--- src/rtl/qif_tdm_scheduler.sv ---
// rtl/qif_tdm_scheduler.sv - time-multiplexed QIF membrane update scheduler
// Define QIF_SAT_EN to saturate the membrane write-back; otherwise it wraps to 8 bits.
module qif_tdm_scheduler #(
    parameter int                N_NEURONS = 8,
    parameter int                ID_W      = 3,
    parameter logic signed [7:0] V_RESET   = -8'sd20,
    parameter logic signed [7:0] V_TH      = 8'sd50
) (
    input  logic                 clk,
    input  logic                 rst_n,
    input  logic                 step_start,
    output logic                 step_busy,
    output logic                 step_done,
    output logic [ID_W-1:0]      syn_addr,
    input  logic signed [7:0]    syn_data,
    output logic                 spike_valid,
    output logic [ID_W-1:0]      spike_id,
    input  logic                 spike_ready,
    input  logic [ID_W-1:0]      probe_addr,
    output logic signed [7:0]    probe_v
);

`ifdef QIF_SAT_EN
    localparam bit SAT_EN = 1'b1;
`else
    localparam bit SAT_EN = 1'b0;
`endif
    localparam logic [ID_W-1:0] LAST_IDX = ID_W'(N_NEURONS - 1);

    typedef enum logic [2:0] {IDLE, FETCH, UPDATE, EMIT, DONE} state_t;

    state_t             state;
    logic [ID_W-1:0]    idx;
    logic signed [7:0]  v_mem [N_NEURONS];

    logic signed [7:0]  v_cur;
    logic signed [7:0]  v_next;
    logic signed [10:0] v_ext;
    logic signed [10:0] syn_ext;
    logic signed [10:0] v_q;
    logic signed [10:0] syn_q;
    logic signed [10:0] v_sq;
    logic signed [10:0] v_sum;
    logic               at_last;

    assign v_cur   = v_mem[idx];
    assign probe_v = v_mem[probe_addr];
    assign at_last = (idx == LAST_IDX);

    always_comb begin
        v_ext   = {{3{v_cur[7]}}, v_cur};
        syn_ext = {{3{syn_data[7]}}, syn_data};
        // Bias negatives before the arithmetic shift so the quotient truncates toward zero.
        v_q     = (v_ext + (v_cur[7] ? 11'sd7 : 11'sd0)) >>> 3;
        syn_q   = (syn_ext + (syn_data[7] ? 11'sd3 : 11'sd0)) >>> 2;
        v_sq    = v_q * v_q;
        v_sum   = v_ext + v_sq + syn_q;
        v_next  = v_sum[7:0];
        if (SAT_EN) begin
            if (v_sum > 11'sd127) begin
                v_next = 8'sd127;
            end else if (v_sum < -11'sd128) begin
                v_next = -8'sd128;
            end
        end
    end

    always_ff @(posedge clk) begin
        if (rst_n) begin
            state       <= IDLE;
            idx         <= '0;
            step_busy   <= 1'b0;
            step_done   <= 1'b0;
            syn_addr    <= '0;
            spike_valid <= 1'b0;
            spike_id    <= '0;
            for (int i = 0; i < N_NEURONS; i++) begin
                v_mem[i] <= V_RESET;
            end
        end else begin
            step_done <= 1'b0;
            syn_addr  <= '0;
            case (state)
                IDLE: begin
                    if (step_start) begin
                        state     <= FETCH;
                        idx       <= '0;
                        step_busy <= 1'b1;
                    end
                end
                FETCH: begin
                    state <= UPDATE;
                end
                UPDATE: begin
                    // Spike decision uses the value stored before this step's update.
                    if (v_cur >= V_TH) begin
                        v_mem[idx]  <= V_RESET;
                        spike_valid <= 1'b1;
                        spike_id    <= idx;
                        state       <= EMIT;
                    end else begin
                        v_mem[idx] <= v_next;
                        if (at_last) begin
                            state     <= DONE;
                            step_done <= 1'b1;
                        end else begin
                            state    <= FETCH;
                            idx      <= idx + 1'b1;
                            syn_addr <= idx + 1'b1;
                        end
                    end
                end
                EMIT: begin
                    if (spike_ready) begin
                        spike_valid <= 1'b0;
                        spike_id    <= '0;
                        if (at_last) begin
                            state     <= DONE;
                            step_done <= 1'b1;
                        end else begin
                            state    <= FETCH;
                            idx      <= idx + 1'b1;
                            syn_addr <= idx + 1'b1;
                        end
                    end
                end
                DONE: begin
                    state     <= IDLE;
                    step_busy <= 1'b0;
                end
                default: begin
                    state <= IDLE;
                end
            endcase
        end
    end

endmodule

--- config.mk ---
export PLATFORM = sky130hd
export DESIGN_NAME = qif_tdm_scheduler
export DESIGN_NICKNAME = d
export VERILOG_FILES = /design/src/rtl/qif_tdm_scheduler.sv
export SDC_FILE = /design/constraint.sdc
export NUM_CORES = 1
export LEC_CHECK = 0
export CAP_MARGIN = 20
export CORE_MARGIN = 2
export CORE_UTILIZATION = 30
export CTS_BUF_LIST = sky130_fd_sc_hd__clkbuf_16
export CTS_CLUSTER_DIAMETER = 100
export CTS_CLUSTER_SIZE = 28
export DETAILED_ROUTE_END_ITERATION = 12
export SYNTH_ARGS = -nofsm -noshare
export SYNTH_HDL_FRONTEND = slang
export SYNTH_SLANG_ARGS = --single-unit
--- constraint.sdc ---
create_clock -name clk -period 16.4 [get_ports clk]
set_input_delay 1.64 -clock clk [delete_from_list [all_inputs] [get_ports clk]]
set_output_delay 1.64 -clock clk [all_outputs]
set_load 0.02 [all_outputs]
==> metrics.md <==
| Metric | Value |
|---|---|
| Mapped Cells | 479 |
| Setup Viol. Count Final | 0 |
| Ys async rst share | 0% |
| Startpoint Class | register |
| First-pass GRT wire length | between 20000 and 25000 um |
| Fin. max-slew vios | 0 |
| Period utilisation layout | approximately 46% |
| Hold Vio Cnt, Final | 0 |
| Clock Latency Late Sink | 340 ps |
| WL/cell | approximately 18 um |
| Area growth, synth to finish | 14.4% |
| Antenna Nets Post-Route | 0 |
| Worst Path Arrival | roughly 7700 ps |
| Pin count of the biggest net entering global routing | 26 |
| Share of cells above drive strength 1 | a little over an eighth |
| Status | complete, no violations |
| Synth area leader | edfxtp_1 |
| Num CTS Buffers | 9 |
| Initial Util | between 30 and 40% |
| Post-synth net total | 540 |
| I/O pin cnt | 32 |
| Max cap viols | 0 |
| Htree depth | 3 |
| CTS tree | yes |
| YS warnings | 0 |
| Core box area | 18100 um2 |
| TritonRoute pass-1 iters | 4 |
| Worst setup path class | reg -> reg |
| CTS Hold Bufs | 0 |
| Drt drc | 0 |
| Area of the mapped netlist | 5580 um2 |
| Post-CTS Resized | 0 |
| Setup TNS | 0 ps |
| Mapped Avg Cell Area | between 10 and 15 um2 |
| Main synth FF type | edfxtp_1 |
| DP Wirelength | 10200 um |
| Port bufs | 31 |
| Fmax | approximately 0.13 GHz |
| Fin nets | 564 |
| Crit path max fanout | 22 |
| Clock transition at path regs | roughly 60 ps |
| Vias in the first global route | 3996 |
| Row count | 49 |
| EDFF count, synth | 64 |
| CTS max path bufs | 2 |
| Post-synth top area share | roughly a third |
| Width of the die | 140 um |
| Distinct cells, synth | 57 |
| Setup Buffers After CTS | 0 |
| Die area | between 15000 and 20000 um2 |
| Drt total wl | about 14000 um |
| Diode count | 0 |
| Final Cell Area | between 6000 and 7000 um2 |
| Root Driver | clkbuf_16 |
| Die height | 140 um |
| Sequential area share after synthesis | 40.9% |
| Antenna violations before repair | 2 |
| DR vias | about 3.8k |
| CP required | ~16000 ps |
| Dpl cell area | 6100 um2 |
| Final clock skew | 4.20 ps |
| Yosys reg bits | just over 80 |
| Fin crit period | approximately 7600 ps |
| DRT iter0 DRCs | 200 |
| # clock sinks | 82 |
| Worst Tran Pin Value | between 1000 and 1500 ps |
| RePlAce Congestion | 0.825 |
| Min-Delay Path Class | reg -> reg |
| RSZ-0062 raised after global routing | no |
| Grt ovf | 0 |
| Rel. slew slack | 31.0% |
| Via/cell ratio | ~5.2 |
| Worst setup EP type | register |
| Global Route Usage Sum | 14.5% |
| Synth area leaders | edfxtp_1 (34%), mux4_2 (12%), fa_1 (7.2%) |
-- layout make-up --
class	count	area, um2
clock inverter	7	55.1
tap	229	287
inverter	39	146
fill	1760	11700
multi-input combinational	336	3050
clock buffer	9	225
timing repair buffer	35	340
sequential	82	2280
-- worst max-delay path, cell delays in order, from the launching register on --
cell      delay [ps]
dfxtp_1          950
mux4_2           450
mux2i_4          320
inv_2            140
ha_1             320
inv_1             40
o41ai_1          350
a21oi_1          200
nor3_1           230
xor2_1           370
nor2_1           150
fa_1             500
inv_1             60
fa_1             540
inv_1             60
fa_1             510
fa_1             510
ha_1             350
o21ai_0           90
o21bai_1          80
a21oi_1          190
xnor2_1          150
xnor2_1          120
xnor2_1          540
nand2_1          100
-- synthesized netlist by cell type, drive strengths merged (3+ instances only) --
master,number
xnor2,13
mux2i,15
ha,26
nor2,34
or3,3
inv,38
nand2b,10
nand3,7
or2,3
a21o,3
nor2b,6
dfxtp,18
buf,12
mux4,29
xor2,5
nor3,13
edfxtp,64
nor4,4
mux2,13
a211oi,5
a21oi,10
o21ai,12
clkbuf,10
and2,4
and3,18
nand2,53
fa,20
-- metal layers --
metal	track usage, %	vias up	part of all wire [%]
met3	3.52	25	6.5
li1	-	1787	-
met2	24.2	126	50
met1	18.0	1879	42
met4	5.79	0	2.4
met5	0	-	0
-- cells in the final DEF (no fill, tap or decap), drive strengths merged, types with 3 or more instances in the layout --
cell type      synthesis  routed
a211oi                 5       5
a21o                   3       3
a21oi                 10      10
and2                   4       4
and3                  18      18
buf                   12       4
clkbuf                10       9
clkdlybuf4s50          0      31
clkinv                 1       3
dfxtp                 18      18
edfxtp                64      64
fa                    20      20
ha                    26      26
inv                   38      42
mux2                  13      13
mux2i                 15      15
mux4                  29      29
nand2                 53      53
nand2b                10      10
nand3                  7       7
nor2                  34      34
nor2b                  6       6
nor3                  13      13
nor4                   4       4
o21ai                 12      12
or2                    3       3
or3                    3       3
xnor2                 13      13
xor2                   5       5
-- cells by family after synthesis --
family | Yosys count | share of synthesized area (%)
and+or+nand+nor | 163 | 14.3
adders and majority gates | 46 | 13.0
buffers and inverters | 61 | 4.51
AOI/OAI and AO/OA | 50 | 6.17
xor gates and xnor gates | 20 | 3.63
DFF | 82 | 40.9
muxes | 57 | 17.5
-- state kept, by name (all words and copies together) (netlist names), named ones only --
register     count
spike_valid      1
step_done        1
v_mem           64
state            3
spike_id         3
syn_addr         3
idx              3
step_busy        1
-- path summary, 6_finish.rpt --
kind,from,endpoint,slack [ps],cells past startpoint
hold reg to reg,spike_valid,spike_valid,470,2
setup / recovery,register,v_mem[3][7],8800,24
setup reg to reg,register,v_mem[3][7],8800,24
hold / removal,spike_valid,spike_valid,470,2
-- metrics by stage --
| stage | hold WS, ps | std cells | util (%) | setup slack (ps) |
|---|---|---|---|---|
| 4_1_cts | 475 | 737 | 35.3 | 8820 |
| 2_1_floorplan | 504 | 479 | - | 9650 |
| 3_5_place_dp | 458 | 721 | 33.7 | 8870 |
| 6_report | 471 | 737 | 35.3 | 8800 |
| 5_1_grt | 513 | 737 | 35.3 | 8280 |
| 3_3_place_gp | 459 | 721 | 33.7 | 9090 |
Power is left out: the tool's default activity adds up to more than one toggle a clock period on the data nets, which glitch-free logic cannot reach.
